===== src/rtl/vernam_pkg.sv =====
// Shared types for the Vernam decipher block.
//   BYTE_W       data path width in bits
//   byte_t       one ciphertext / key / plaintext byte
//   out_state_t  occupancy of the single-entry plaintext output stage
package vernam_pkg;

  localparam int unsigned BYTE_W = 8;

  typedef logic [BYTE_W-1:0] byte_t;

  typedef enum logic [0:0] {
    OUT_EMPTY,
    OUT_FULL
  } out_state_t;

endpackage


===== src/rtl/vernam_key_fifo.sv =====
// One-time-pad key byte FIFO.
// Ports:
//   clk, reset       clock, asynchronous active-high reset (empties the FIFO)
//   push, push_data  write a key byte; taken when not full, or when full with a same-cycle pop
//   pop              retire the head byte (ignored when empty)
//   flush            synchronous empty; overrides push and pop
//   head             oldest unused key byte
//   fill             number of stored bytes (0..KEY_DEPTH)
//   full, empty      occupancy flags
// Pointers carry one extra wrap bit so full and empty are distinguishable.
module vernam_key_fifo
  import vernam_pkg::*;
#(
  parameter int unsigned KEY_DEPTH = 4,
  parameter int unsigned FILL_W    = $clog2(KEY_DEPTH) + 1
) (
  input  logic              clk,
  input  logic              reset,
  input  logic              push,
  input  byte_t             push_data,
  input  logic              pop,
  input  logic              flush,
  output byte_t             head,
  output logic [FILL_W-1:0] fill,
  output logic              full,
  output logic              empty
);

  localparam int unsigned AddrW = FILL_W - 1;

  logic [FILL_W-1:0] wr_ptr_q, wr_ptr_d;
  logic [FILL_W-1:0] rd_ptr_q, rd_ptr_d;
  byte_t             mem_q [KEY_DEPTH];
  logic              do_push;
  logic              do_pop;

  assign empty = (wr_ptr_q == rd_ptr_q);
  assign full  = (wr_ptr_q[AddrW] != rd_ptr_q[AddrW]) &&
                 (wr_ptr_q[AddrW-1:0] == rd_ptr_q[AddrW-1:0]);
  assign fill  = wr_ptr_q - rd_ptr_q;
  assign head  = mem_q[rd_ptr_q[AddrW-1:0]];

  // A full FIFO still takes a push when the head leaves in the same cycle.
  assign do_pop  = pop && !empty && !flush;
  assign do_push = push && (!full || do_pop) && !flush;

  always_comb begin
    wr_ptr_d = wr_ptr_q;
    rd_ptr_d = rd_ptr_q;
    if (flush) begin
      wr_ptr_d = '0;
      rd_ptr_d = '0;
    end else begin
      if (do_push) wr_ptr_d = wr_ptr_q + 1'b1;
      if (do_pop)  rd_ptr_d = rd_ptr_q + 1'b1;
    end
  end

  always_ff @(posedge clk or posedge reset) begin
    if (reset) begin
      wr_ptr_q <= '0;
      rd_ptr_q <= '0;
    end else begin
      wr_ptr_q <= wr_ptr_d;
      rd_ptr_q <= rd_ptr_d;
    end
  end

  // Storage needs no reset: the pointers define which entries are live.
  always_ff @(posedge clk) begin
    if (do_push) mem_q[wr_ptr_q[AddrW-1:0]] <= push_data;
  end

endmodule


===== src/rtl/vernam_decipher.sv =====
// Vernam receive path: XORs each ciphertext byte with the oldest unused key byte.
// Ports:
//   clk, reset                      clock, asynchronous active-high reset
//   key_wr, key_data                key byte write strobe from the key generator
//   key_req                         level interrupt: key stock is low
//   key_req_ack                     one-cycle acknowledge, clears key_req
//   key_overflow                    sticky: a key byte was dropped on a full FIFO
//   flush                           empty key FIFO, drop output byte, clear key_overflow
//   cipher_valid/ready/data         ciphertext input handshake
//   plain_valid/ready/data          plaintext output handshake (1-cycle latency)
//   byte_count                      delivered plaintext bytes
// Configuration: define VERNAM_DECIPHER_CNT_EN to build the byte_count counter;
// otherwise byte_count is tied to zero.
module vernam_decipher
  import vernam_pkg::*;
#(
  parameter int unsigned KEY_DEPTH = 4,
  parameter int unsigned KEY_LOW   = 1
) (
  input  logic        clk,
  input  logic        reset,
  input  logic        key_wr,
  input  byte_t       key_data,
  output logic        key_req,
  input  logic        key_req_ack,
  output logic        key_overflow,
  input  logic        flush,
  input  logic        cipher_valid,
  input  byte_t       cipher_data,
  output logic        cipher_ready,
  output logic        plain_valid,
  output byte_t       plain_data,
  input  logic        plain_ready,
  output logic [15:0] byte_count
);

  localparam int unsigned FillW = $clog2(KEY_DEPTH) + 1;
  localparam logic [FillW-1:0] KeyLowFill = FillW'(KEY_LOW);

  out_state_t        state_q;
  byte_t             key_head;
  logic [FillW-1:0]  key_fill;
  logic              key_full;
  logic              key_empty;
  logic              accept;
  logic              key_drop;
  logic              key_req_q;
  logic              key_overflow_q;

  vernam_key_fifo #(
    .KEY_DEPTH (KEY_DEPTH),
    .FILL_W    (FillW)
  ) u_key_fifo (
    .clk       (clk),
    .reset     (reset),
    .push      (key_wr),
    .push_data (key_data),
    .pop       (accept),
    .flush     (flush),
    .head      (key_head),
    .fill      (key_fill),
    .full      (key_full),
    .empty     (key_empty)
  );

  assign cipher_ready = !key_empty && ((state_q == OUT_EMPTY) || plain_ready) && !flush;
  assign accept       = cipher_valid && cipher_ready;
  assign key_drop     = key_wr && key_full && !accept && !flush;

  // Output stage; plain_valid is kept as a registered copy of the FULL state.
  always_ff @(posedge clk or posedge reset) begin
    if (reset) begin
      state_q     <= OUT_EMPTY;
      plain_valid <= 1'b0;
      plain_data  <= '0;
    end else if (flush) begin
      state_q     <= OUT_EMPTY;
      plain_valid <= 1'b0;
    end else begin
      if (accept) plain_data <= cipher_data ^ key_head;
      unique case (state_q)
        OUT_EMPTY: begin
          if (accept) begin
            state_q     <= OUT_FULL;
            plain_valid <= 1'b1;
          end
        end
        OUT_FULL: begin
          if (!accept && plain_ready) begin
            state_q     <= OUT_EMPTY;
            plain_valid <= 1'b0;
          end
        end
        default: begin
          state_q     <= OUT_EMPTY;
          plain_valid <= 1'b0;
        end
      endcase
    end
  end

  // Ack wins over a same-cycle set; the flag re-arms next cycle while stock stays low.
  always_ff @(posedge clk or posedge reset) begin
    if (reset) begin
      key_req_q <= 1'b0;
    end else if (key_req_ack) begin
      key_req_q <= 1'b0;
    end else if (key_fill <= KeyLowFill) begin
      key_req_q <= 1'b1;
    end
  end

  always_ff @(posedge clk or posedge reset) begin
    if (reset) begin
      key_overflow_q <= 1'b0;
    end else if (flush) begin
      key_overflow_q <= 1'b0;
    end else if (key_drop) begin
      key_overflow_q <= 1'b1;
    end
  end

  assign key_req      = key_req_q;
  assign key_overflow = key_overflow_q;

`ifdef VERNAM_DECIPHER_CNT_EN
  logic [15:0] byte_count_q;

  // Flush does not clear the count; it wraps naturally at 16 bits.
  always_ff @(posedge clk or posedge reset) begin
    if (reset) begin
      byte_count_q <= '0;
    end else if (plain_valid && plain_ready) begin
      byte_count_q <= byte_count_q + 16'd1;
    end
  end

  assign byte_count = byte_count_q;
`else
  assign byte_count = 16'h0000;
`endif

endmodule


===== config.mk =====
export PLATFORM = sky130hd
export DESIGN_NAME = vernam_decipher
export DESIGN_NICKNAME = d
export VERILOG_FILES = /design/src/rtl/vernam_pkg.sv /design/src/rtl/vernam_key_fifo.sv /design/src/rtl/vernam_decipher.sv
export SDC_FILE = /design/constraint.sdc
export NUM_CORES = 1
export LEC_CHECK = 0
export CAP_MARGIN = 20
export CORE_MARGIN = 2
export CORE_UTILIZATION = 51
export DETAILED_ROUTE_END_ITERATION = 10
export PLACE_DENSITY = 0.87
export SETUP_SLACK_MARGIN = 0.4
export SLEW_MARGIN = 20
export SYNTH_ARGS = -nofsm -noshare
export SYNTH_HDL_FRONTEND = slang
export SYNTH_HIERARCHICAL = 1
export SYNTH_SLANG_ARGS = --single-unit
export TNS_END_PERCENT = 5

===== constraint.sdc =====
create_clock -name clk -period 3.6 [get_ports clk]
set_input_delay 0.36 -clock clk [delete_from_list [all_inputs] [get_ports clk]]
set_output_delay 0.36 -clock clk [all_outputs]
set_load 0.02 [all_outputs]

==> flow_summary_export.csv, run 1 <==
group,metric,value,unit
worst_setup_path,crit_fanout,11,
worst_setup_path,crit_chain,"inv_1 > ha_1 > nand2_1 > nor2_1 > or4_4 > inv_1 > nand2b_1 > a311oi_4 > and2_4",
placed_design,dp_cells,250,
floorplan,start_util,0.521,
detailed_routing,wl,4300,microns
detailed_routing,post_drt_wl_per_cell,16.7,microns
logic_synthesis,syn_inst,164,
sta,fmax,323,MHz
sta,slew_violations,0,
placed_design,numPortBuffers,34,
clock_tree,htree_levels,2,
worst_setup_path,timing.critical_path.mode_cell,"inv_1",
global_route,grt_usage,0.172,
logic_synthesis,ys.warnings.count,6,
clock_tree,clock_path_buffers,2,
detailed_routing,via_per_inst,5.19,
clock_tree,cts_buffers,5,
detailed_routing,drt_pass1_iterations,4,
layout,area_growth,19.3,%
logic_synthesis,syn_avg_cell_area,14.8,sq um
worst_setup_path,crit_slowest_cell,"or4_4",
placed_design,place_congestion,0.844,
worst_setup_path,rr_worst_depth,9,
layout,fin_nets,234,
sta,skew,0.00621,ns
pwr,power.share.switching,0.286,
clock_tree,clockRootBuffer,"clkbuf_8",
global_route,grt_pass1_wl,6710,microns
sta,post-route-min-period,3.09,ns
clock_tree,clkSinkCount,50,
pwr,leakagePower,1.17,nW
pwr,power_density,487,nW/um^2
layout,drive_gt1_frac,0.191,
global_route,grt_overflow,0,
worst_setup_path,r2r_end,"u_key_fifo/mem_q[0][2]$_DFFE_PP_",
worst_setup_path,cp-end-kind,"flop",
floorplan,die-area,5330,sq um
global_route,grt_pass1_vias,1344,
detailed_routing,vias,1338,
layout,fillerInstances,338,
worst_setup_path,r2r_slack,0.51,ns
clock_tree,postCtsSetupBuffers,0,
detailed_routing,ant_nets,0,
job,maxCapViolCount,0,
pwr,switchingPower,0.403,mW
sta,fin_ws,0.508,ns
floorplan,io_pins,51,
pwr,p_comb_frac,0.253,
sta,setup_tns,0,ns
worst_setup_path,arrival,3.11,ns
pwr,power,1.41,mW
sta,hold_violations,0,
pwr,clock_power_share,0.246,
placed_design,hpwlAfterDp,3050,microns
layout,multi_input_area,911,sq um
run_status,run_status,"complete, no violations",
worst_setup_path,critical_path_class,"flop to flop",
detailed_routing,remaining_drc_errors,0,
sta,rsz0062_at_grt,"false",
floorplan,die_x,73.0,microns
layout,n_antenna_cell,0,
detailed_routing,drt-initial-drc-count,72,
sta,final.period_utilization,0.859,
clock_tree,cts_tree,"yes",
worst_setup_path,slowest_delay,0.62,ns
placed_design,place_ws,0.362,ns
pwr,pwr-share-seq,0.500,
layout,final_cell_count_no_fill,258,
worst_setup_path,worstSetupStartpoint,"u_key_fifo/wr_ptr_q[0]$_DFFE_PP0P_",
pwr,ir_drop,0.246,mV
floorplan,rows,25,
clock_tree,clkTransAtPathRegs,0.09,ns
clock_tree,clkLatencyLatePin,0.31,ns
worst_setup_path,r2r-start,"u_key_fifo/wr_ptr_q[0]$_DFFE_PP0P_",
logic_synthesis,syn_area,2430,sq um
floorplan,die_height,73.0,microns
worst_setup_path,crit_path_start_kind,"flop",
floorplan,core,4660,sq um
sta,hold_slack,0.282,ns
worst_setup_path,cp-endpoint,"u_key_fifo/mem_q[0][2]$_DFFE_PP_",
layout,ff_latch_area,1410,sq um
global_route,grt_max_degree,19,
sta,setup_viol,0,
pwr,p_int,1.01,mW
min_path,hp-class,"input port to asynchronous set/reset pin",
global_route,antenna_found_initial,0,
worst_setup_path,crit_required,3.62,ns
==> final cells by class <==
class,count,area share
clock buffers,5,0.0238
clock inverters,3,0.00994
inverters,12,0.0156
multi-input cells,97,0.315
flip-flops and latches,50,0.487
well taps,54,0.0233
repair buffers,37,0.125
==> worst min path at each step <==
stage                                   start                                 end  slack [ns]  cells after the start
finish                                  reset  u_key_fifo/rd_ptr_q[2]$_DFFE_PP0P_        0.28                      2
global route                            reset  u_key_fifo/rd_ptr_q[2]$_DFFE_PP0P_        0.29                      2
CTS                                     reset  u_key_fifo/rd_ptr_q[1]$_DFFE_PP0P_        0.28                      2
detailed placement  plain_data[1]$_DFFE_PP0P_           plain_data[1]$_DFFE_PP0P_        0.49                      1
global placement          key_req$_DFFE_PP0P_                 key_req$_DFFE_PP0P_        0.48                      2
floorplan                               reset  u_key_fifo/rd_ptr_q[0]$_DFFE_PP0P_        0.15                      1
==> critical path: cells and delay by family, from the launching register on <==
| kind | cells | cell delay [ns] |
|---|---|---|
| AOI/OAI and AO/OA | 1 | 0.40 |
| adders and majority gates | 1 | 0.32 |
| buffers and inverters | 2 | 0.32 |
| DFF | 1 | 0.42 |
| and+or+nand+nor | 5 | 1.36 |
==> power groups by stage <==
stage | Combinational (mW) | Sequential [mW] | Clock (mW)
after floorplan | 0.159 | 0.770 | 0
after global placement | 0.345 | 0.717 | 0
after detailed placement | 0.352 | 0.718 | 0
after CTS | 0.354 | 0.707 | 0.354
after global routing | 0.381 | 0.712 | 0.381
final | 0.358 | 0.706 | 0.347
==> stage by stage <==
step,util,instance area (sq um)
CTS,0.616,2870
finish,0.621,2900
global route,0.621,2900
detailed placement,0.594,2770
floorplan,-,2480
global placement,0.594,2770
==> cell usage in the layout (no fill, tap or decap), drive strengths merged, types with 7 or more instances in the layout <==
cell type      instances
clkdlybuf4s50         34
edfxtp                32
dfrtp                 18
conb                  16
inv                   14
mux2                  11
xor2                  10
nor2                   9
mux4                   8
ha                     7
==> metal layers <==
layer  wire length, microns  vias to the layer above  track usage
met4                     55                        0       0.0720
met2                   2110                       54        0.258
met5                      0                        -            0
met3                    223                        2       0.0483
li1                       -                      623            -
met1                   1910                      659        0.237
==> flip-flops by register name, indices dropped and copies added (netlist names) <==
signal,count
key_overflow,1
key_req,1
plain_data,8
plain_valid,1
state_q,1
u_key_fifo/mem_q,32
u_key_fifo/rd_ptr_q,3
u_key_fifo/wr_ptr_q,3
==> repair_timing <==
action | 4_1_cts | 5_1_grt
hold buffers | 0 | 0
pin swaps | 0 | 1
setup endpoints to repair | 32 | 32
gates resized for setup | 1 | 9
Power figures use the tool's default switching activity.
==> inputs of run 2 (changes only) <==
GPL_TIMING_DRIVEN = 0   (was default)
clock period = 2.85 ns   (was 3.6 ns; I/O delays follow)
==> run 2 against run 1 <==
  * Design area increased by 8.5%
  * Sequential power is 26% higher
  * Final cell count grew 9.7%
  * Combinational power is 38% higher
  * Die area is the same
  * Critical endpoint is now u_key_fifo/mem_q[0][0]$_DFFE_PP_
  * Largest power group unchanged
==> flow_summary_export.csv, run 2 (same netlist as run 1, synthesis figures left out) <==
group,metric,value,unit
run_status,run_status,"complete, no violations",
pwr,p_comb_frac,0.277,
worst_setup_path,crit_path_start_kind,"flop",
clock_tree,clockRootBuffer,"clkbuf_8",
layout,largest_register_ffs,32,
layout,area_growth,29.4,%
global_route,grt_overflow,0,
pwr,power.share.switching,0.274,
sta,rsz0062_at_grt,"true",
layout,n_antenna_cell,0,
global_route,grt_usage,0.175,
detailed_routing,via_per_inst,5.07,
sta,fmax,398,MHz
worst_setup_path,r2r-start,"u_key_fifo/rd_ptr_q[1]$_DFFE_PP0P_",
worst_setup_path,r2r_end,"u_key_fifo/mem_q[0][0]$_DFFE_PP_",
clock_tree,htree_levels,2,
clock_tree,clkSinkCount,50,
placed_design,place_ws,-0.00959,ns
floorplan,start_util,0.521,
worst_setup_path,crit_chain,"clkbuf_8 > inv_4 > ha_4 > nand2_4 > nor2_2 > or4_4 > buf_12 > inv_8 > nand2b_4 > a311oi_4 > and2_4",
clock_tree,cts_tree,"yes",
detailed_routing,drt-initial-drc-count,74,
layout,drive_gt1_frac,0.306,
worst_setup_path,crit_required,2.86,ns
global_route,gr-max-usage-layer,"met2",
global_route,grt_max_degree,17,
pwr,pwr-share-seq,0.498,
clock_tree,clock_path_buffers,2,
floorplan,core,4660,sq um
layout,final_cell_mix,"clkdlybuf4s50_1, edfxtp_1, buf_4, dfrtp_1, conb_1",
clock_tree,clkTransAtPathRegs,0.08,ns
worst_setup_path,crit_slowest_cell,"or4_4",
detailed_routing,remaining_drc_errors,0,
global_route,grt.met1_usage,0.203,
pwr,power_density,568,nW/um^2
worst_setup_path,cp-end-kind,"flop",
sta,slew_violations,0,
worst_setup_path,rr_worst_depth,11,
placed_design,numPortBuffers,34,
global_route,met3_usage,0.0373,
layout,fin_nets,259,
sta,hold_violations,0,
pwr,leakagePower,1.31,nW
floorplan,rows,25,
layout,final_common_cell,"clkdlybuf4s50_1",
sta,setup_tns,0,ns
worst_setup_path,arrival,2.52,ns
sta,skew,0.00673,ns
detailed_routing,drt_pass1_iterations,4,
placed_design,place_congestion,0.813,
detailed_routing,post_drt_wl_per_cell,15.5,microns
worst_setup_path,r2r_slack,0.34,ns
global_route,antenna_found_initial,0,
placed_design,hpwlAfterDp,3210,microns
worst_setup_path,critical_path_class,"flop to flop",
global_route,grt_pass1_wl,6770,microns
pwr,ir_drop,0.296,mV
detailed_routing,ant_nets,0,
sta,hold_slack,0.235,ns
floorplan,die_x,73.0,microns
worst_setup_path,slowest_delay,0.51,ns
pwr,switchingPower,0.490,mW
floorplan,io_pins,51,
sta,final.period_utilization,0.882,
sta,post-route-min-period,2.51,ns
worst_setup_path,worstSetupStartpoint,"u_key_fifo/rd_ptr_q[1]$_DFFE_PP0P_",
clock_tree,clkLatencyLatePin,0.30,ns
floorplan,die_height,73.0,microns
floorplan,die-area,5330,sq um
pwr,clock_power_share,0.225,
placed_design,placed_area,2970,sq um
layout,fin_area,3140,sq um
global_route,use_met2,0.315,
pwr,power,1.78,mW
min_path,hp-class,"input port to asynchronous set/reset pin",
detailed_routing,vias,1435,
clock_tree,cts_buffers,5,
sta,fin_ws,0.335,ns
pwr,p_int,1.29,mW
worst_setup_path,crit_fanout,8,
job,maxCapViolCount,0,
detailed_routing,wl,4390,microns
sta,setup_viol,0,
global_route,grt_pass1_vias,1438,
-- run 2: cell types whose count changed in the layout (fill, tap and decap cells not counted), moves of 2 or more --
cell and delta:
buf_4 +21, inv_1 -3, ha_1 -2, ha_4 +2
-- run 2: repair_timing --
action / 4_1_cts / 5_1_grt
pin swaps: 5 / 2
setup buffers: 8 / 0
hold buffers: 0 / 0
endpoints found under the setup margin: 37 / 34
resized for setup: 4 / 0
cloned: 0 / 0
-- run 2: cell type report --
| cell class | instances | area [sq um] |
|---|---|---|
| inverters | 12 | 55.1 |
| clock inverters | 3 | 21.3 |
| multi-input cells | 97 | 953 |
| fillers | 318 | 1520 |
| clock buffers | 5 | 68.8 |
| flip-flops and latches | 50 | 1410 |
| repair buffers | 42 | 400 |
| well taps | 54 | 67.6 |
| plain buffers | 20 | 163 |
-- run 2: how the worst max path moves through the flow --
stage                                       end  slack (ns)  cells past startpoint
2_1_floorplan  u_key_fifo/mem_q[0][0]$_DFFE_PP_        0.23                     11
3_3_place_gp   u_key_fifo/mem_q[0][5]$_DFFE_PP_        0.06                     10
3_5_place_dp   u_key_fifo/mem_q[2][5]$_DFFE_PP_       -0.01                     10
4_1_cts        u_key_fifo/mem_q[2][0]$_DFFE_PP_        0.25                     11
5_1_grt        u_key_fifo/mem_q[2][0]$_DFFE_PP_        0.26                     11
6_report       u_key_fifo/mem_q[0][0]$_DFFE_PP_        0.34                     11
-- run 2: power groups by stage --
| stage | logic [mW] | clock network (mW) | registers (mW) |
|---|---|---|---|
| 2_1_floorplan | 0.216 | 0 | 0.973 |
| 3_3_place_gp | 0.468 | 0 | 0.902 |
| 3_5_place_dp | 0.479 | 0 | 0.905 |
| 4_1_cts | 0.496 | 0.417 | 0.891 |
| 5_1_grt | 0.526 | 0.438 | 0.898 |
| 6_report | 0.495 | 0.401 | 0.889 |
-- run 2: metrics by stage --
stage | instances | util
after floorplan | 179 | -
after global placement | 267 | 0.637
after detailed placement | 267 | 0.637
after CTS | 283 | 0.674
after global routing | 283 | 0.674
final | 283 | 0.674
-- run 2: critical path: cells and delay by family (launching register included) --
| family | cells | cell delay (ns) |
|---|---|---|
| fa+ha+maj | 1 | 0.19 |
| simple gates | 5 | 0.96 |
| flops | 1 | 0.40 |
| buf+inv | 4 | 0.39 |
| compound gates | 1 | 0.28 |
-- run 2: routing by layer --
metal	vias to the layer above	routed length [microns]
met2	44	2480
met1	704	1670
met3	4	202
met5	-	0
met4	0	36
li1	683	-
==> inputs of run 3 (changes only) <==
--- a/config.mk
+++ b/config.mk
@@ -12,5 +12,4 @@
 export GPL_TIMING_DRIVEN = 0
 export PLACE_DENSITY = 0.87
-export SETUP_SLACK_MARGIN = 0.4
 export SLEW_MARGIN = 20
 export SYNTH_ARGS = -nofsm -noshare
==> constraint.sdc (replaced) <==
create_clock -name clk -period 2.6 [get_ports clk]
set_input_delay 0.26 -clock clk [delete_from_list [all_inputs] [get_ports clk]]
set_output_delay 0.26 -clock clk [all_outputs]
set_load 0.005 [all_outputs]
==> run 3 against run 2 <==
  * Utilization stayed put
  * Final cell count stayed put
  * Clock-buffer cell count stayed put
  * Power is 4.3% higher
  * Largest cell class unchanged
==> flow_summary_export.csv, run 3 (same netlist as run 1, synthesis figures left out) <==
group,metric,value,unit
run_status,run_status,"complete, no violations",
detailed_routing,drt-initial-drc-count,87,
global_route,grt_max_degree,17,
clock_tree,clkSinkCount,50,
detailed_routing,via_per_inst,5.07,
placed_design,numPortBuffers,34,
clock_tree,clkLatencyLatePin,0.30,ns
layout,final_common_cell,"clkdlybuf4s50_1",
global_route,grt_usage,0.175,
detailed_routing,post_drt_wl_per_cell,15.5,microns
detailed_routing,wl,4390,microns
sta,fin_ws,0.0854,ns
pwr,power_density,593,nW/um^2
detailed_routing,drt_pass1_iterations,4,
placed_design,place_ws,-0.260,ns
layout,largest_register_ffs,32,
detailed_routing,vias,1435,
worst_setup_path,crit_required,2.61,ns
layout,final_cell_mix,"clkdlybuf4s50_1, edfxtp_1, buf_4, dfrtp_1, conb_1",
sta,slew_violations,0,
worst_setup_path,crit_fanout,8,
worst_setup_path,crit_path_start_kind,"flop",
placed_design,place_congestion,0.813,
layout,final_util,0.674,
min_path,hp-class,"input port to asynchronous set/reset pin",
sta,fmax,398,MHz
floorplan,die_x,73.0,microns
sta,rsz0062_at_grt,"false",
clock_tree,clock_path_buffers,2,
floorplan,rows,25,
detailed_routing,remaining_drc_errors,0,
clock_tree,cts_buffers,5,
sta,setup_tns,0,ns
floorplan,core,4660,sq um
clock_tree,cts_hold_buffers,0,
sta,hold_violations,0,
sta,skew,0.00673,ns
worst_setup_path,crit_slowest_cell,"or4_4",
worst_setup_path,crit_chain,"clkbuf_8 > inv_4 > ha_4 > nand2_4 > nor2_2 > or4_4 > buf_12 > inv_8 > nand2b_4 > a311oi_4 > and2_4",
floorplan,die_height,73.0,microns
clock_tree,clockRootBuffer,"clkbuf_8",
layout,fin_nets,259,
pwr,ir_drop,0.320,mV
clock_tree,htree_levels,2,
worst_setup_path,cp-end-kind,"flop",
worst_setup_path,critical_path_class,"flop to flop",
clock_tree,clkTransAtPathRegs,0.08,ns
clock_tree,cts_tree,"yes",
global_route,grt_overflow,0,
floorplan,start_util,0.521,
worst_setup_path,slowest_delay,0.51,ns
worst_setup_path,arrival,2.52,ns
layout,drive_gt1_frac,0.306,
sta,final.period_utilization,0.967,
layout,fillerInstances,318,
layout,n_antenna_cell,0,
sta,setup_viol,0,
detailed_routing,ant_nets,0,
job,maxCapViolCount,0,
global_route,antenna_found_initial,0,
floorplan,io_pins,51,
global_route,grt_pass1_wl,6770,microns
floorplan,die-area,5330,sq um
sta,hold_slack,0.210,ns
global_route,grt_pass1_vias,1438,
placed_design,placed_area,2970,sq um
sta,post-route-min-period,2.51,ns
layout,area_growth,29.4,%
placed_design,hpwlAfterDp,3210,microns
pwr,leakagePower,1.31,nW
layout,fin_area,3140,sq um
[run 3: layout make-up]
| cell class | instances | area (sq um) | share of cell area |
|---|---|---|---|
| buffer | 20 | 163 | 0.0518 |
| clock buffer | 5 | 68.8 | 0.0219 |
| clock inverter | 3 | 21.3 | 0.00677 |
| inverter | 12 | 55.1 | 0.0175 |
| multi-input combinational | 97 | 953 | 0.304 |
| sequential | 50 | 1410 | 0.449 |
| tap | 54 | 67.6 | 0.0215 |
| timing repair buffer | 42 | 400 | 0.127 |
[run 3: final timing paths]
check | from | cells after the start | end | slack, ns
hold reg to reg | key_req$_DFFE_PP0P_ | 2 | key_req$_DFFE_PP0P_ | 0.51
setup reg to reg | u_key_fifo/rd_ptr_q[1]$_DFFE_PP0P_ | 11 | u_key_fifo/mem_q[0][0]$_DFFE_PP_ | 0.09
max in group asynchronous | reset | 2 | plain_data[1]$_DFFE_PP0P_ | 1.98
setup / recovery | u_key_fifo/rd_ptr_q[1]$_DFFE_PP0P_ | 11 | u_key_fifo/mem_q[0][0]$_DFFE_PP_ | 0.09
min in group clk | key_req_ack | 2 | key_req$_DFFE_PP0P_ | 0.49
hold / removal | reset | 2 | u_key_fifo/wr_ptr_q[1]$_DFFE_PP0P_ | 0.21
[run 3: timing repair]
action | in CTS | in global routing
setup buffers | 8 | 0
resized for setup | 4 | 0
endpoints found under the setup margin | 33 | 32
pin swaps | 5 | 2
hold endpoints to repair | 0 | 0
[run 3: metal layers]
metal  routed length (microns)  track usage  vias to the layer above
met5                         0            0                        -
met4                        36       0.0700                        0
met3                       202       0.0373                        4
met2                      2480        0.315                       44
met1                      1670        0.203                      704
li1                          -            -                      683
[run 3: stage by stage]
step,std cells,power (mW)
final,283,1.86
after global placement,267,1.41
after CTS,283,1.88
after floorplan,179,1.21
after detailed placement,267,1.42
after global routing,283,1.95
[run 3: power breakdown]
part | switching (mW) | total [mW] | leakage, nW | internal [mW]
Sequential | 0.0441 | 0.974 | 0.521 | 0.930
Clock | 0.250 | 0.440 | 0.0458 | 0.189
Combinational | 0.150 | 0.447 | 0.744 | 0.297
Total | 0.444 | 1.86 | 1.31 | 1.42
[run 3: critical path: cells and delay by family (launching register included)]
kind / cells / cell delay, ns
flip-flops: 1 / 0.40
AND/OR/NAND/NOR: 5 / 0.96
buffers and inverters: 4 / 0.39
adder cells (fa/ha/maj): 1 / 0.19
AO/OA/AOI/OAI: 1 / 0.28
